**config.mk**
```make
export PLATFORM = sky130hd
export DESIGN_NAME = sd_req_arbiter
export DESIGN_NICKNAME = d
export VERILOG_FILES = /design/src/rtl/sd_req_arbiter.sv
export SDC_FILE = /design/constraint.sdc
export NUM_CORES = 1
export LEC_CHECK = 0
export ABC_AREA = 1
export CAP_MARGIN = 10
export CORE_MARGIN = 3
export CORE_UTILIZATION = 46
export DETAILED_ROUTE_END_ITERATION = 6
export GPL_ROUTABILITY_DRIVEN = 0
export PLACE_DENSITY = 0.75
export SLEW_MARGIN = 40
export SYNTH_ARGS = -nofsm -noshare
export SYNTH_HDL_FRONTEND = slang
export SYNTH_SLANG_ARGS = --single-unit
```
**constraint.sdc**
```tcl
create_clock -name clk_sys -period 4.3 [get_ports clk_sys]
set_input_delay 0.645 -clock clk_sys [delete_from_list [all_inputs] [get_ports clk_sys]]
set_output_delay 0.645 -clock clk_sys [all_outputs]
set_load 0.02 [all_outputs]
```
**src/rtl/sd_req_arbiter.sv**
```systemverilog
// Round-robin arbiter that shares one SD block interface between two requesters.
// Grant appears one edge after the request is captured; ack is synchronised by 2 FFs; one pending request is queued per requester.
module sd_req_arbiter #(
  parameter int TO_BITS = 24
) (
  input  logic        clk_sys,
  input  logic        reset,
  input  logic [1:0]  req_rd,
  input  logic [1:0]  req_wr,
  input  logic [31:0] req_lba0,
  input  logic [31:0] req_lba1,
  output logic [1:0]  req_busy,
  output logic [1:0]  req_done,
  output logic [1:0]  req_err,
  output logic [1:0]  req_buff_wr,
  input  logic [7:0]  req_buff_din0,
  input  logic [7:0]  req_buff_din1,
  output logic [31:0] sd_lba,
  output logic        sd_rd,
  output logic        sd_wr,
  input  logic        sd_ack,
  input  logic        sd_buff_wr,
  output logic [7:0]  sd_buff_din
);

  typedef enum logic [1:0] {IDLE, WAIT_ACK, XFER, DONE} state_t;

  localparam logic [TO_BITS-1:0] TO_ONE = TO_BITS'(1);

  state_t             state, state_nxt;
  logic               ack_m, ack_s;
  logic [1:0]         pend, dir;
  logic [31:0]        lba0_q, lba1_q;
  logic               gnt, last_grant;
  logic [TO_BITS-1:0] to_cnt, to_cnt_inc;
  logic               grant_go, gnt_sel, ack_seen, timeout, xfer_end;
  logic [1:0]         gnt_hot;

  assign to_cnt_inc = to_cnt + TO_ONE;
  assign gnt_hot    = gnt ? 2'b10 : 2'b01;

  always_ff @(posedge clk_sys or posedge reset) begin
    if (reset) state <= IDLE;
    else       state <= state_nxt;
  end

  always_comb begin
    state_nxt = state;
    grant_go  = 1'b0;
    gnt_sel   = gnt;
    ack_seen  = 1'b0;
    timeout   = 1'b0;
    xfer_end  = 1'b0;
    case (state)
      IDLE: begin
        if (|pend) begin
          grant_go  = 1'b1;
          gnt_sel   = (&pend) ? ~last_grant : pend[1];
          state_nxt = WAIT_ACK;
        end
      end
      WAIT_ACK: begin
        if (ack_s) begin
          ack_seen  = 1'b1;
          state_nxt = XFER;
        end else if (&to_cnt_inc) begin
          timeout   = 1'b1;
          state_nxt = IDLE;
        end
      end
      XFER: begin
        if (!ack_s) begin
          xfer_end  = 1'b1;
          state_nxt = DONE;
        end
      end
      DONE:    state_nxt = IDLE;
      default: state_nxt = IDLE;
    endcase
  end

  always_ff @(posedge clk_sys or posedge reset) begin
    if (reset) begin
      ack_m      <= 1'b0;
      ack_s      <= 1'b0;
      pend       <= 2'b00;
      dir        <= 2'b00;
      lba0_q     <= 32'h0;
      lba1_q     <= 32'h0;
      gnt        <= 1'b0;
      last_grant <= 1'b1;
      to_cnt     <= '0;
      sd_lba     <= 32'h0;
      sd_rd      <= 1'b0;
      sd_wr      <= 1'b0;
      req_done   <= 2'b00;
      req_err    <= 2'b00;
    end else begin
      ack_m    <= sd_ack;
      ack_s    <= ack_m;
      req_done <= 2'b00;
      req_err  <= 2'b00;

      if (grant_go) begin
        pend[gnt_sel] <= 1'b0;
        gnt           <= gnt_sel;
        sd_lba        <= gnt_sel ? lba1_q : lba0_q;
        sd_rd         <= ~dir[gnt_sel];
        sd_wr         <= dir[gnt_sel];
        to_cnt        <= '0;
      end

      // A requester being granted still has pend set, so capture never collides with the clear.
      if ((req_rd[0] | req_wr[0]) && !pend[0]) begin
        pend[0] <= 1'b1;
        dir[0]  <= ~req_rd[0];
        lba0_q  <= req_lba0;
      end
      if ((req_rd[1] | req_wr[1]) && !pend[1]) begin
        pend[1] <= 1'b1;
        dir[1]  <= ~req_rd[1];
        lba1_q  <= req_lba1;
      end

      if (state == WAIT_ACK && !ack_s)
        to_cnt <= to_cnt_inc;
      if (ack_seen || timeout) begin
        sd_rd <= 1'b0;
        sd_wr <= 1'b0;
      end
      if (timeout) begin
        req_err[gnt] <= 1'b1;
        last_grant   <= gnt;
      end
      if (xfer_end) begin
        req_done[gnt] <= 1'b1;
        last_grant    <= gnt;
      end
    end
  end

  assign req_busy    = pend | ((state != IDLE) ? gnt_hot : 2'b00);
  assign req_buff_wr = (state == XFER && sd_buff_wr) ? gnt_hot : 2'b00;
  assign sd_buff_din = (state == WAIT_ACK || state == XFER) ?
                       (gnt ? req_buff_din1 : req_buff_din0) : 8'h00;

endmodule

```
-- Word-level counts from Yosys, hierarchy flattened
Cells that the tools add are included.
- shift-type cells: 0
- add/subtract/negate cells: 1
- order comparisons: 4
- bitwise gates (word level): 9
- muxes and demuxes: 42
- multiply operators: 0
- reductions and logical operators: 22
- divide/modulo/power cells: 0
- equal/unequal tests: 6
- operators by type and width (operator ; number):
    24-bit 2-to-1 mux ; 2
    32-bit 2-to-1 mux ; 1
    24-bit by 1-bit adder with 24-bit output (second input constant) ; 1
    1-bit 2-to-1 mux ; 24
    24-bit AND reduction ; 1
    2-bit 2-to-1 mux ; 10
    8-bit 2-to-1 mux ; 2
    2-bit nonzero test ; 6
    2-bit one-hot mux with 4 select lines ; 1
    1-bit logical AND ; 6
    2-bit == test (second input constant) ; 2
    1-bit by 2-bit less-than comparator with 1-bit output (second input constant) ; 2
    2-bit != test (second input constant) ; 2
    1-bit NOT ; 4
    1-bit logical NOT ; 3
    3-bit != test (second input constant) ; 1
    3-bit AND reduction ; 1
    2-bit bitwise AND ; 1
    1-bit demux with 1-bit select ; 2
    2-bit by 1-bit == test with 1-bit output (second input constant) ; 1
    1-bit greater-or-equal comparator (second input constant) ; 2
    2-bit logical NOT ; 1
    1-bit logical OR ; 2
    2-bit NOT ; 1
    other kinds (4) ; 5
- bits in writable memories: 0
- bits in latches: 0
- bits of input ports: 88
- output and inout bits: 50
- memories kept: 0
- bits in read-only memories: 0
- register bits: 136

-- Logic depth before layout (Yosys ltp)
- depth after elaboration: 12
- mapped depth: 16

-- Worst setup path after synthesis
No wires, ideal clock.
- path type: register to output
- start: register state[0]
- end: output req_buff_wr[1]
- buffers on the path: 0
- cell stages (with the launch flop): 5
- setup slack: 2.421 ns
- required time: 3.655 ns
- data arrival time: 1.234 ns
- cells stage by stage: dfrtp_1 > inv_1 > ha_1 > inv_1 > nor3_1
- cells in the longest elaborated chain, start to end: 3
- ends and longest elaborated chain (item ; line ; source):
    start: declaration ; 30 ; state_t state, state_nxt;
    start signal: assignment ; 44 ; else state <= state_nxt;
    2-bit == test ; 143 ; assign req_buff_wr = (state == XFER && sd_buff_wr) ? gnt_hot : 2'b00;
    1-bit logical AND ; 143 ;
    2-bit 2-to-1 mux ; 143 ;
    end: declaration ; 15 ; output logic [1:0] req_buff_wr,
Every way passes these cells.

-- Final worst setup path
- start: register state[0]
- end: output sd_buff_din[5]
- cells in the longest elaborated chain, start to end: 3
- elaborated cells on any way between the ends: 4
- those cells by class: eq/ne (2); mux (1); reduce/logical (1)
- ends and longest elaborated chain (item ; line ; source):
    2-bit by 1-bit == test with 1-bit output or 2-bit == test (tied branches) ; 144 ; assign sd_buff_din = (state == WAIT_ACK || state == XFER) ?
    1-bit logical OR (*) ; 144 ;
    8-bit 2-to-1 mux (*) ; 144 ;
    end: declaration ; 23 ; output logic [7:0] sd_buff_din
Mark *: on every way between the ends. The rest lies on a longest branch, timed or not.

==> flow_metrics.py <==
metrics = {
    "synthesis": {
        "synth_compound_area_share_pct": 9.84,
        "netlist_top_cells_area": "dfrtp_1 (54%), mux2_2 (12%), o21ai_0 (8.0%)",
        "synthXorXnorAreaFrac_pct": 0.704,
        "synth_seq_cells": 136,
        "syn_area_um2": 6220,
        "ys_seq_area_share_pct": 54.7,
        "synth_fa_ha_area_share_pct": 1.01,
        "synthCells": 656,
        "synth-simple-area-share_pct": 17.9,
        "synthMuxAreaShare_pct": 11.6,
        "yosysTopAreaCell": "dfrtp_1",
        "avgSynthCellArea_um2": 9.48,
        "synth_cell_types": 32,
        "synth_top_family_by_area": "simple AND/OR/NAND/NOR gates",
        "syn-num-nets": 749,
        "synth_top_area_share_pct": 54.3,
        "synth_warnings": 0,
    },
    "critical_path": {
        "worst_setup_path_end_kind": "output pin",
        "start_kind": "flip-flop",
        "critPathRequiredTime_ns": 3.65,
        "crit_fanout": 8,
        "arrival_ns": 2.20,
        "critPathKind": "flip-flop to output pin",
    },
    "floorplan": {
        "ios": 138,
        "die_y_um": 122,
        "die_width_um": 122,
        "rows": 41,
        "core_um2": 12900,
        "dieArea_um2": 15000,
        "start_util_pct": 48.1,
    },
    "timing": {
        "maxSlewViolCount": 0,
        "holdWs_ns": 0.356,
        "slew_headroom_pct": 49.2,
        "finalCritPeriodShare_pct": 66.2,
        "finClkSkew_ns": 0.0115,
        "finalSetupViolations": 0,
        "tightest_slew_ns": 0.760,
        "finalHoldViolations": 0,
        "min_period_ns": 2.84,
        "rsz0062_at_grt": "no",
        "tns_ns": 0,
        "fmax_mhz": 352,
    },
    "pwr": {
        "p_sw_share_pct": 36.4,
        "p_leak_nw": 3.58,
        "p_switching_mw": 2.27,
        "power_frac_clock_pct": 25.2,
        "power_frac_seq_pct": 34.3,
        "power.share.combinational_pct": 40.5,
        "internal_power_mw": 3.96,
        "pwr_density_cell_nw_per_um2": 738,
        "ir_worst_vdd_mv": 0.395,
    },
    "layout": {
        "antenna_cells": 0,
        "final_cell_mix": "clkdlybuf4s50_1 (137), dfrtp_1 (135), nand2_1 (129)",
        "syn2layout_area_growth_pct": 35.7,
        "mostFrequentLayoutCell": "clkdlybuf4s50_1",
        "drive_above_1_share_pct": 15.8,
        "nNetsFinal": 886,
    },
    "drt": {
        "avgRoutedWirePerCell_um": 16.5,
        "route.detailed.drc": 0,
        "dr.pass1.iters": 4,
        "ant_nets": 0,
        "drt_first_iter_violations": 286,
        "viasPerCell": 5.25,
        "wl_um": 16100,
        "vias": 5128,
    },
    "grt": {
        "globalRoute.totalOverflow": 0,
        "gr-usage-all-layers_pct": 22.3,
        "antenna_found_initial": 0,
        "grt_pass1_wl_um": 25900,
        "grt_pass1_vias": 5413,
        "grt_max_degree": 83,
    },
    "clock_tree": {
        "clockBufferDepth": 2,
        "ctsResizeCount": 0,
        "clkSinkCount": 136,
        "cts_setup_buffers": 0,
        "insertion_delay_ns": 0.42,
        "htreeDepth": 4,
        "root_buffer": "clkbuf_16",
        "cts_tree": "built",
        "cts_buffers": 17,
        "path_clk_slew_ns": 0.06,
        "cts_hold_repair.buffers": 0,
    },
    "placement": {
        "io_buffers": 137,
        "post-dp-hpwl_um": 10900,
    },
    "status": {
        "run_status": "finished, final reports clean",
    },
    "run": {
        "maxCapViolations": 0,
    },
    "worst_hold_path": {
        "hold_path_class": "flip-flop to flip-flop",
    },
}
==> synth_stat cells (all sizes together) <==
cell type,n
nand2,136
dfrtp,135
o21ai,101
nor2,98
mux2,64
inv,40
nand3,22
clkbuf,16
o22ai,12
buf,9
ha,5
xor2,5
nand4,2
nor3,2
a21oi,1
a22oi,1
and2,1
clkinv,1
dfstp,1
nand3b,1
o211ai,1
o21bai,1
or2,1
==> worst max-delay path: stages, from the launching register on <==
cell and delay, ns:
dfrtp_1 0.41, inv_1 0.09, ha_1 0.42, o21ai_0 0.12, nor2_1 0.12, clkdlybuf4s50_1 0.63
==> final timing paths <==
path / from / end / slack [ns] / cells after the start
worst min-delay path: ack_m / ack_s / 0.36 / 0
min in group asynchronous: reset / req_err[1] / 0.69 / 2
worst max register to register: flip-flop / sd_wr / 1.78 / 7
worst max-delay path: state[0] / sd_buff_din[5] / 1.46 / 5
max in group asynchronous: reset / lba0_q[26] / 2.74 / 3
worst min register to register: ack_m / ack_s / 0.36 / 0
==> cell type report <==
cell class / count / area (µm²)
fill: 1043 / 4490
sequential: 136 / 3400
multi-input combinational: 454 / 2570
timing repair buffer: 143 / 1460
clock buffer: 23 / 498
tap: 172 / 215
inverter: 41 / 156
clock inverter: 7 / 140
==> per-stage QoR <==
stage	instance area, µm²	total power [mW]	setup slack (ns)	utilization (%)	cells
6_report	8440	6.23	1.46	65.3	976
5_1_grt	8440	6.61	1.29	65.3	976
4_1_cts	8440	6.27	1.45	65.3	976
3_5_place_dp	7800	4.65	1.73	60.3	946
3_3_place_gp	7760	4.51	1.74	60.0	944
2_1_floorplan	6220	3.64	0.0172	-	656
==> metal layers <==
metal,GRT usage (%),share of wire [%],vias to the layer above
met5,0,0,-
li1,-,-,2437
met2,37.5,50,146
met1,26.6,41,2526
met4,6.93,1.3,0
met3,8.34,7.6,19
==> registers in the layout (all words and copies together), names as in the netlist, named ones only <==
register / count
req_done: 2
sd_lba: 32
lba1_q: 32
pend: 2
sd_wr: 1
dir: 2
last_grant: 1
ack_m: 1
state: 1
ack_s: 1
gnt: 1
to_cnt: 24
req_err: 2
lba0_q: 32
sd_rd: 1
==> power groups by stage <==
stage               Clock (mW)  Combinational (mW)  Sequential [mW]
global placement             0                2.40             2.11
floorplan                    0                1.40             2.24
CTS                       1.58                2.55             2.13
global route              1.64                2.77             2.19
finish                    1.57                2.53             2.14
detailed placement           0                2.51             2.14
==> logic make-up (layout without fill, tap and decap cells) <==
logic type | count (synthesis) | after routing
buffers and inverters | 66 | 214
adders and majority gates | 5 | 5
xor gates and xnor gates | 5 | 5
DFF | 136 | 136
muxes | 64 | 64
and+or+nand+nor | 263 | 263
AOI/OAI and AO/OA | 117 | 117
No activity file was read; power rests on OpenSTA's default activity.
